## src/rtl/mult_pkg.sv

```systemverilog
// Shared definitions for the Booth multiply sequencer: default width, FSM encoding and
// Booth-pair codes.
package mult_pkg;

    localparam int unsigned MULT_WIDTH = 32;

    typedef enum logic [1:0] {
        StIdle = 2'd0,
        StRun  = 2'd1,
        StDone = 2'd2
    } mult_state_t;

    // {Q[0], q_1} pairs that need an add or a subtract; 00/11 add zero.
    localparam logic [1:0] BOOTH_ADD = 2'b01;
    localparam logic [1:0] BOOTH_SUB = 2'b10;

endpackage

```

## src/rtl/mult_step_counter.sv

```systemverilog
// Booth step counter: counts granted steps and flags the last one (count == WIDTH-1).
module mult_step_counter
    import mult_pkg::*;
#(
    parameter int unsigned WIDTH = MULT_WIDTH
) (
    input  logic clock,
    input  logic reset_n,
    input  logic clear,
    input  logic enable,
    output logic last
);

    localparam int unsigned CNT_W = (WIDTH > 1) ? $clog2(WIDTH) : 1;

    logic [CNT_W-1:0] r_count;

    always_ff @(posedge clock or negedge reset_n) begin
        if (!reset_n) begin
            r_count <= '0;
        end else if (clear) begin
            r_count <= '0;
        end else if (enable) begin
            r_count <= r_count + 1'b1;
        end
    end

    assign last = (r_count == CNT_W'(WIDTH - 1));

endmodule

```

## src/rtl/mult_booth_ctrl.sv

```systemverilog
// Radix-2 Booth multiply sequencer driving an external shared adder.
// Define MULT_OVF_EN to register a product-overflow flag on data_exception.
module mult_booth_ctrl
    import mult_pkg::*;
#(
    parameter int unsigned WIDTH = MULT_WIDTH
) (
    input  logic             clock,
    input  logic             reset_n,
    input  logic             ctrl_MULT,
    input  logic [WIDTH-1:0] data_operandA,
    input  logic [WIDTH-1:0] data_operandB,
    output logic             add_req,
    input  logic             add_gnt,
    output logic [WIDTH-1:0] add_a,
    output logic [WIDTH-1:0] add_b,
    output logic             add_cin,
    input  logic [WIDTH-1:0] add_sum,
    output logic [WIDTH-1:0] data_result,
    output logic             data_exception,
    output logic             data_resultRDY,
    output logic             busy
);

    mult_state_t      r_state, w_state_next;
    logic [WIDTH-1:0] r_m, r_q, r_acc, r_result;
    logic             r_q1, r_rdy;
    logic             w_step, w_last, w_ovf, w_s;
    logic [WIDTH-1:0] w_acc_next, w_q_next;

    assign w_step = add_req & add_gnt;

    mult_step_counter #(.WIDTH(WIDTH)) u_cnt (
        .clock   (clock),
        .reset_n (reset_n),
        .clear   (ctrl_MULT),
        .enable  (w_step),
        .last    (w_last)
    );

    always_ff @(posedge clock or negedge reset_n) begin
        if (!reset_n) r_state <= StIdle;
        else          r_state <= w_state_next;
    end

    always_comb begin
        w_state_next = r_state;
        if (ctrl_MULT) begin
            w_state_next = StRun;
        end else begin
            case (r_state)
                StRun:   if (w_step && w_last) w_state_next = StDone;
                StDone:  w_state_next = StIdle;
                default: w_state_next = StIdle;
            endcase
        end
    end

    always_comb begin
        add_req = 1'b0;
        add_a   = '0;
        add_b   = '0;
        add_cin = 1'b0;
        busy    = (r_state != StIdle);
        if (r_state == StRun) begin
            add_req = 1'b1;
            add_a   = r_acc;
            case ({r_q[0], r_q1})
                BOOTH_ADD: add_b = r_m;
                BOOTH_SUB: begin
                    add_b   = ~r_m;
                    add_cin = 1'b1;
                end
                default:   add_b = '0;
            endcase
        end
    end

    // Recover the true sign of the (WIDTH+1)-bit sum so M = -2^(W-1) stays exact.
    assign w_ovf      = (add_a[WIDTH-1] == add_b[WIDTH-1]) & (add_sum[WIDTH-1] != add_a[WIDTH-1]);
    assign w_s        = add_sum[WIDTH-1] ^ w_ovf;
    assign w_acc_next = {w_s, add_sum[WIDTH-1:1]};
    assign w_q_next   = {add_sum[0], r_q[WIDTH-1:1]};

`ifdef MULT_OVF_EN
    logic r_exc;
    assign data_exception = r_exc;
`else
    assign data_exception = 1'b0;
`endif

    always_ff @(posedge clock or negedge reset_n) begin
        if (!reset_n) begin
            r_m      <= '0;
            r_q      <= '0;
            r_q1     <= 1'b0;
            r_acc    <= '0;
            r_result <= '0;
            r_rdy    <= 1'b0;
`ifdef MULT_OVF_EN
            r_exc    <= 1'b0;
`endif
        end else if (ctrl_MULT) begin
            r_m   <= data_operandA;
            r_q   <= data_operandB;
            r_q1  <= 1'b0;
            r_acc <= '0;
            r_rdy <= 1'b0;
`ifdef MULT_OVF_EN
            r_exc <= 1'b0;
`endif
        end else begin
            r_rdy <= 1'b0;
            if (w_step) begin
                r_acc <= w_acc_next;
                r_q   <= w_q_next;
                r_q1  <= r_q[0];
                if (w_last) begin
                    r_result <= w_q_next;
                    r_rdy    <= 1'b1;
`ifdef MULT_OVF_EN
                    r_exc    <= (w_acc_next != {WIDTH{w_q_next[WIDTH-1]}});
`endif
                end
            end
        end
    end

    assign data_result    = r_result;
    assign data_resultRDY = r_rdy;

endmodule
```

## config.mk

```make
export PLATFORM = sky130hd
export DESIGN_NAME = mult_booth_ctrl
export DESIGN_NICKNAME = d
export VERILOG_FILES = /design/src/rtl/mult_pkg.sv /design/src/rtl/mult_step_counter.sv /design/src/rtl/mult_booth_ctrl.sv
export SDC_FILE = /design/constraint.sdc
export NUM_CORES = 1
export LEC_CHECK = 0
export CORE_ASPECT_RATIO = 1.5
export CORE_MARGIN = 10
export CORE_UTILIZATION = 29
export CTS_CLUSTER_DIAMETER = 40
export CTS_CLUSTER_SIZE = 8
export DETAILED_ROUTE_END_ITERATION = 12
export DONT_BUFFER_PORTS = 1
export GPL_TIMING_DRIVEN = 0
export PLACE_DENSITY = 0.5
export SETUP_SLACK_MARGIN = 0.1
export SKIP_LAST_GASP = 1
export SYNTH_ARGS = -nofsm -noshare
export SYNTH_HDL_FRONTEND = slang
export SYNTH_SLANG_ARGS = --single-unit
```

## constraint.sdc

```tcl
create_clock -name clock -period 4.3 [get_ports clock]
set_clock_uncertainty 0.2 [all_clocks]
set_input_delay 0.43 -clock clock [delete_from_list [all_inputs] [get_ports clock]]
set_output_delay 0.43 -clock clock [all_outputs]
set_load 0.02 [all_outputs]
```

# Word level (Yosys, flattened, before mapping)

Index checks and enable logic that the tools add are counted.

Word-level logic and storage cells: 45
Output and inout port bits: 101
Latch bits: 0
Memory bits (writable): 0
Memories kept: 0
Input port bits: 100
Flip-flop bits (word level): 137
Bits in read-only memories: 0

Multipliers: 0
Divide/modulo/power cells: 0
Order comparisons: 0
Reduce and logical (&&, ||, !) cells: 4
Muxes and demuxes: 20
Equal/unequal tests: 7
Bitwise gates (word level): 5
Shift operators: 0
Add/subtract/negate cells: 1

Operator list:

| cell                                                 | number |
|---|---|
| two-way mux 32 bit                                   | 6 |
| one-hot mux 32 bit (2 select lines)                  | 1 |
| NOT 32 bit                                           | 1 |
| two-way mux 5 bit                                    | 2 |
| two-way mux 1 bit                                    | 8 |
| two-way mux 2 bit                                    | 3 |
| adder 5 x 1 -> 5 bit (second input constant)         | 1 |
| equality test 5 bit (second input constant)          | 1 |
| equality test 2 x 1 -> 1 bit (second input constant) | 2 |
| nonzero test 2 bit                                   | 2 |
| inequality test 3 bit (second input constant)        | 1 |
| AND reduction 3 bit                                  | 1 |
| bitwise AND 1 bit                                    | 2 |
| equality test 2 bit (second input constant)          | 1 |
| equality test 1 bit                                  | 1 |
| logical AND 1 bit                                    | 1 |
| inequality test 1 bit                                | 1 |
| NOT 1 bit                                            | 1 |
| XOR 1 bit                                            | 1 |

# Depth between registers and ports, before layout

Gate-level depths: netlist (run 1).

Depth after elaboration: 8
Gate-level depth with buffers: 7
Gate-level depth less buffers: 6

# Hierarchy

A second synthesis (run 1) with hierarchy kept.

Cell total of the unflattened synthesis: 566
Area, all modules: 6273.5 um^2

By module, submodules not included:

| module            | area an instance (um^2) | instances | sequential area each (um^2) | cells an instance |
|---|---|---|---|---|
| mult_booth_ctrl   | 5997.0                  | 1         | 3303.2                      | 544 |
| mult_step_counter | 276.5                   | 1         | 125.1                       | 22 |

# Worst setup path after synthesis (run 1)

Ideal clock, no wire load.

Path type: register -> output
Start point: register r_state[1]
End point: output port add_cin
Required time: 3.670 ns
Stages on the path, launching flop included: 6
Data arrival time: 1.452 ns
Slack: 2.218 ns
Path buffers: 2
Path through: dfrtp_1 nand2b_1 buf_2 inv_1 clkbuf_1 and2_1

Cells in the longest elaborated chain, start to end: 2

RTL lines:

| what                         | RTL line              | RTL |
|---|---|---|
| start: declaration           | mult_booth_ctrl.sv:25 | `mult_state_t r_state, w_state_next;` |
| start signal: assignment     | mult_booth_ctrl.sv:42 | `if (!reset_n) r_state <= StIdle;` |
| start signal: assignment     | mult_booth_ctrl.sv:43 | `else r_state <= w_state_next;` |
| equality test 2 x 1 -> 1 bit | mult_booth_ctrl.sv:65 | `if (r_state == StRun) begin` |
| two-way mux 1 bit            | mult_booth_ctrl.sv:65 |  |
| end: declaration             | mult_booth_ctrl.sv:17 | `output logic add_cin,` |

No other way between the ends.

# Worst setup path after layout (run 1)

Same ends and word-level chain as after synthesis.

==> results of run 1 <==
[synthesized netlist by cell type (2+ instances only)]
master and instances:
a21oi_1 37, and2_1 33, and3b_1 2, buf_1 4
buf_2 13, buf_6 3, clkbuf_1 22, dfrtp_1 137
ha_1 2, inv_1 2, mux2_1 2, mux2_2 62
mux2i_1 63, nand2_1 101, nor2_1 34, nor2b_1 2
o21ai_0 35, or3_1 2
[routing by layer]
layer / global-route usage [%] / vias up / routed length [µm]
li1: - / 2147 / -
met1: 14.0 / 2258 / 7060
met2: 22.4 / 148 / 9370
met3: 5.73 / 9 / 1470
met4: 3.99 / 0 / 195
met5: 0 / - / 0
[power by group through the flow]
stage	registers (mW)	logic, mW	clock network (mW)
2_1_floorplan	1.43	0.273	0
6_report	1.43	0.430	1.50
3_3_place_gp	1.45	0.330	0
5_1_grt	1.44	0.475	1.62
4_1_cts	1.43	0.441	1.56
3_5_place_dp	1.45	0.337	0
[per-stage QoR]
step	power [mW]	cell area (µm²)
floorplan	1.71	6230
finish	3.36	8170
global route	3.53	8170
global placement	1.78	6560
detailed placement	1.79	6560
CTS	3.43	8170
[critical path, cell delays in order (launching register included)]
cell      delay [ns]
dfrtp_1         0.40
nand2b_1        0.14
buf_2           0.19
inv_1           0.27
clkbuf_1        0.62
and2_1          0.39
[worst paths after layout]
kind	slack (ns)	cells after the start	endpoint	startpoint
worst max-delay path	1.23	5	add_cin	r_state[1]$_DFFE_PN0P_
worst min-delay path	0.05	2	r_q[31]$_DFFE_PN0P_	add_sum[0]
worst max register to register	2.08	7	data_result[26]$_DFFE_PN0P_	u_cnt.r_count[0]$_DFFE_PN0P_
worst min register to register	0.32	2	r_acc[17]$_DFFE_PN0P_	r_acc[17]$_DFFE_PN0P_
max in group asynchronous	2.88	2	r_acc[14]$_DFFE_PN0P_	reset_n
min in group asynchronous	0.46	2	r_q[6]$_DFFE_PN0P_	reset_n
[cell families (layout without fill, tap and decap cells)]
group	after synthesis	after routing	synth area share, %
and+or+nand+nor	183	183	13.3
DFF	137	137	55.0
muxes	127	127	21.7
AOI/OAI and AO/OA	74	74	6.01
buffers and inverters	45	176	3.39
adders and majority gates	2	2	0.402
other	1	1	0.0602
xor gates and xnor gates	1	1	0.141
[sequential cells by signal (all words and copies together), names as in the netlist]
signal and flops:
data_result 32, data_resultRDY 1, r_acc 32, r_m 32
r_q 32, r_q1 1, r_state 2, u_cnt.r_count 5
[cell type report]
class / instances / area, µm² / share of cell area, %
clock buffer: 19 / 433 / 5.30
timing repair buffer: 99 / 1010 / 12.3
inverter: 2 / 7.51 / 0.0918
clock inverter: 13 / 169 / 2.07
multi-input combinational: 388 / 2590 / 31.7
tap: 268 / 335 / 4.10
buffer: 43 / 204 / 2.50
sequential: 137 / 3430 / 41.9
[cell usage in the layout (no fill, tap or decap), drive strengths merged, types with 2 or more instances in the layout]
cell and instances:
nand2 101, mux2i 63, dfrtp 137, nor3 2, buf 22, o21ai 35
bufinv 3, or3 2, clkbuf 41, dlygate4sd3 98, and2 33, ha 2
clkinv 3, clkinvlp 4, nor2 34, nor2b 2, mux2 64, a21oi 37
and3b 2, inv 5
==> reports/metrics.cfg, run 1 <==
[run_status]
status = finished, final reports clean

[global_route]
gr-total-overflow = 0
antenna_found_initial = 0
grt_max_degree = 138
grt_pass1_vias = 5179
grt_pass1_wl_um = 28900
grt.total_usage_pct = 13.0

[synth]
syn_nets = 672
syn_avg_cell_area_um2 = 10.9
ys_ff_latch = 137
synth_top_flop_cell = dfrtp_1
synth_seq_area_share_pct = 55.0
ys_warn_count = 0
netlist-cell-type-count = 32
synth_edf_count = 0
syn-cell-area_um2 = 6230
synth.top_cell.area_share_pct = 55.0
synth_top_cell_by_area = dfrtp_1
syn-instance-count = 570
synth_async_sr_flop_share_pct = 100
ys_top_cells_by_area = dfrtp_1 (55%), mux2_2 (11%), mux2i_1 (10%)

[floorplanning]
die_area_um2 = 27900
die_w_um = 140
core_um2 = 21100
rows = 65
initial_core_util_pct = 29.6
die_y_um = 199
io_pins = 201

[cells_and_area]
antenna_cells = 0
finalNonFillerCells = 969
drive_above_1_share_pct = 16.0
fillers = 2038
syn_to_final_growth_pct = 31.2
final_core_util_pct = 38.8
finalNetCount = 790

[timing]
fin_ws_ns = 1.23
hold_viol = 0
tightest_slew_ns = 0.753
hold-worst-slack_ns = 0.0491
slew_viol_final = 0
finalSetupViolations = 0
rsz0062_at_grt = no
slew_headroom_pct = 49.8
max_freq_mhz = 326
setup_tns_ns = 0
period_minus_slack_ns = 3.07
fin_crit_sh_pct = 71.3

[drt]
wire_per_inst_um = 18.7
drt-total-wl_um = 18100
drc = 0
drtIter0Drc = 163
postRouteAntennaNets = 0
via_per_inst = 4.71
vias = 4562
first_pass_iters = 7

[placed_design]
dp_slack_ns = 1.55
gp_congestion = 0.770
dp_cells = 838
hpwl_um = 13100
port_buffers = 0

[power]
power_density_nw_per_um2 = 411
power.clock.fraction_pct = 44.7
netSwitchingFraction_pct = 26.5
p_leak_nw = 3.77
seqPwrFrac_pct = 42.5
ir_drop_uv = 327
p_int_mw = 2.47
p_switching_uw = 890
comb_power_share_pct = 12.8

[cts]
cts_root_buffer = clkbuf_16
cts.repair.resized = 0
clock_path_buffers = 2
hold_buffers = 99
cts_tree = done
cts_setup_buffers = 0
clock_latency_ns = 0.42
cts_num_sinks = 137
clkTransAtPathRegs_ns = 0.06
cts_buffers = 17
cts_htree_levels = 4

[worst_hold_path]
min_path_type = input port to flop

[critical_path]
cp.arrival_ns = 2.44
endpoint_kind = output pin
crit_fanout = 10
required_ns = 3.67
critPathLaunchType = flop
path_class = flop to output pin

[run]
maxCapViolCount = 0

Note: power is estimated with default switching activity, not from simulation.
==> run 2, diff against run 1 <==
--- a/config.mk
+++ b/config.mk
@@ -13,7 +13,7 @@
 export DETAILED_ROUTE_END_ITERATION = 12
 export DONT_BUFFER_PORTS = 1
 export GPL_TIMING_DRIVEN = 0
-export PLACE_DENSITY = 0.5
+export PLACE_DENSITY = 0.51
 export SETUP_SLACK_MARGIN = 0.1
 export SKIP_LAST_GASP = 1
 export SYNTH_ARGS = -nofsm -noshare
==> constraint.sdc (replaced) <==
create_clock -name clock -period 2.7 [get_ports clock]
set_clock_uncertainty 0.2 [all_clocks]
set_input_delay 0.27 -clock clock [delete_from_list [all_inputs] [get_ports clock]]
set_output_delay 0.27 -clock clock [all_outputs]
set_load 0.02 [all_outputs]
==> run 2 against run 1 <==
- the run now ends with hold timing left
- cell count is 0.21% higher
- utilization grew 0.14 points
- die area stayed put
- total power grew 58%
- hold slack got worse by 0.71 ns
- sequential share of layout area fell by 0.15 points
- via count decreased by 0.28%
- register-to-register slack got worse by 1.6 ns
- design area grew 0.37%
- largest power group unchanged
- highest routed layer unchanged
==> reports/metrics.cfg, run 2 (synthesis results as in run 1) <==
[floorplanning]
die_y_um = 199  ; unchanged
die_area_um2 = 27900  ; unchanged
initial_core_util_pct = 29.6  ; unchanged
io_pins = 201  ; unchanged
die_w_um = 140  ; unchanged
core_um2 = 21100  ; unchanged
rows = 65  ; unchanged

[cts]
cts_buffers = 17  ; unchanged
cts_num_sinks = 137  ; unchanged
cts_setup_buffers = 0  ; unchanged
hold_buffers = 98  ; -1.0%
clock_latency_ns = 0.42  ; about the same
cts_htree_levels = 4  ; unchanged
cts_tree = done
clkTransAtPathRegs_ns = 0.06  ; about the same
clock_path_buffers = 2  ; unchanged
cts_root_buffer = clkbuf_16

[run]
maxCapViolCount = 0  ; unchanged

[timing]
period_minus_slack_ns = 2.48
fin_ws_ns = 0.224  ; -1.01 ns
finalSetupViolations = 0  ; unchanged
fin_crit_sh_pct = 91.7
max_freq_mhz = 404
slew_viol_final = 0  ; unchanged
tightest_slew_ns = 0.679  ; -0.0739 ns
hold-worst-slack_ns = -0.662  ; -0.711 ns
slew_headroom_pct = 54.7  ; +4.9 points
rsz0062_at_grt = no
hold_viol = 137  ; +137
setup_tns_ns = 0  ; unchanged

[drt]
drc = 0  ; unchanged
postRouteAntennaNets = 0  ; unchanged
drtIter0Drc = 158  ; -3.1%
via_per_inst = 4.68  ; -0.49%
first_pass_iters = 4  ; -3
wire_per_inst_um = 18.7  ; about the same
drt-total-wl_um = 18100  ; +0.17%
vias = 4549  ; -0.28%

[placed_design]
hpwl_um = 13000  ; -0.78%
dp_slack_ns = 0.197  ; -1.35 ns
gp_congestion = 0.764  ; -0.73%
port_buffers = 0  ; unchanged
placed_cell_area_um2 = 6560  ; unchanged
dp_cells = 838  ; unchanged

[cells_and_area]
drive_above_1_share_pct = 19.3  ; +3.3 points
syn_to_final_growth_pct = 31.7
finalNonFillerCells = 971  ; +0.21%
finalNetCount = 789  ; -0.13%
fillers = 2045  ; +0.34%
stdcell_area_um2 = 8200  ; +0.37%
mostFrequentLayoutCell = dfrtp_1
multi_input_area_um2 = 2620  ; +1.3%
seqCellArea_um2 = 3430  ; unchanged
most-common-layout-cells = dfrtp_1 (137), nand2_1 (101), dlygate4sd3_1 (98)

[global_route]
grt.total_usage_pct = 13.0  ; about the same
grt_pass1_vias = 5101  ; -1.5%
gr-total-overflow = 0  ; unchanged
grt_max_degree = 138  ; unchanged
grt_pass1_wl_um = 28400  ; -1.8%
antenna_found_initial = 2  ; +2

[run_status]
status = complete, but fails checks
violations = hold timing

[power]
ir_drop_uv = 398  ; +22%
p_leak_nw = 3.78  ; +0.43%
power_density_nw_per_um2 = 646  ; +57%

[critical_path]
critPathMaxStageDelay_ns = 0.42  ; -0.20 ns
crit_fanout = 10  ; unchanged
worstPathCellList = nand2b_1, buf_2, clkinvlp_4, clkbuf_4, and2_1
endpoint_kind = output pin
cp_slowest_cell = dfrtp_1
r2r_slack_ns = 0.45  ; -1.63 ns
critPathLaunchType = flop
required_ns = 2.23  ; -1.44 ns
path_class = flop to output pin
cp.arrival_ns = 2.01  ; -0.43 ns

[worst_hold_path]
min_path_type = input port to asynchronous set/reset pin

run 2: worst paths after layout:
| check | from | endpoint | cells past startpoint |
|---|---|---|---|
| max | r_state[0]$_DFFE_PN0P_ | add_a[30] | 5 |
| min | reset_n | r_q[25]$_DFFE_PN0P_ | 0 |
| max reg2reg | u_cnt.r_count[0]$_DFFE_PN0P_ | data_result[14]$_DFFE_PN0P_ | 7 |
| min reg2reg | r_acc[20]$_DFFE_PN0P_ | r_acc[20]$_DFFE_PN0P_ | 2 |
| max in group asynchronous | reset_n | r_m[12]$_DFFE_PN0P_ | 0 |
| min in group clock | add_sum[31] | r_acc[31]$_DFFE_PN0P_ | 3 |
run 2: worst max-delay path, delay by kind of cell, from the launching register on:
kind,cells,cell delay [ns]
and+or+nand+nor,2,0.36
DFF,1,0.42
buffers and inverters,3,0.80
run 2: power by group:
part / internal, mW / switching, mW / total (mW)
sequential: 2.18 / 0.0908 / 2.27
clock: 1.41 / 0.972 / 2.38
combinational: 0.286 / 0.365 / 0.651
total: 3.87 / 1.43 / 5.30
run 2: timing repair:
action | 4_1_cts | 5_1_grt
hold endpoints to repair | 235 | 137
gates resized for setup | 15 | 11
cloned | 0 | 0
setup endpoints to repair | 51 | 28
pin swaps | 0 | 0
run 2: area by class of cell:
| cell class | count | share of cell area [%] |
|---|---|---|
| inverter | 2 | 0.137 |
| buffer | 43 | 2.64 |
| clock buffer | 18 | 5.35 |
| timing repair buffer | 98 | 12.0 |
| tap | 268 | 4.09 |
| clock inverter | 14 | 2.00 |
| antenna | 3 | 0.0915 |
| multi-input combinational | 388 | 32.0 |
| sequential | 137 | 41.8 |
run 2: through the flow:
step / total power [mW] / utilization (%) / hold WS [ns]
2_1_floorplan: 2.72 / - / -0.226
3_3_place_gp: 2.83 / 31.2 / -0.221
3_5_place_dp: 2.84 / 31.2 / -0.220
4_1_cts: 5.39 / 38.8 / -0.692
5_1_grt: 5.54 / 38.9 / -0.692
6_report: 5.30 / 38.9 / -0.662
run 2: metal layers:
layer	wire length [µm]	GRT usage, %
met5	0	0
met4	388	6.90
met3	1280	4.82
met2	9400	22.2
met1	7060	13.6
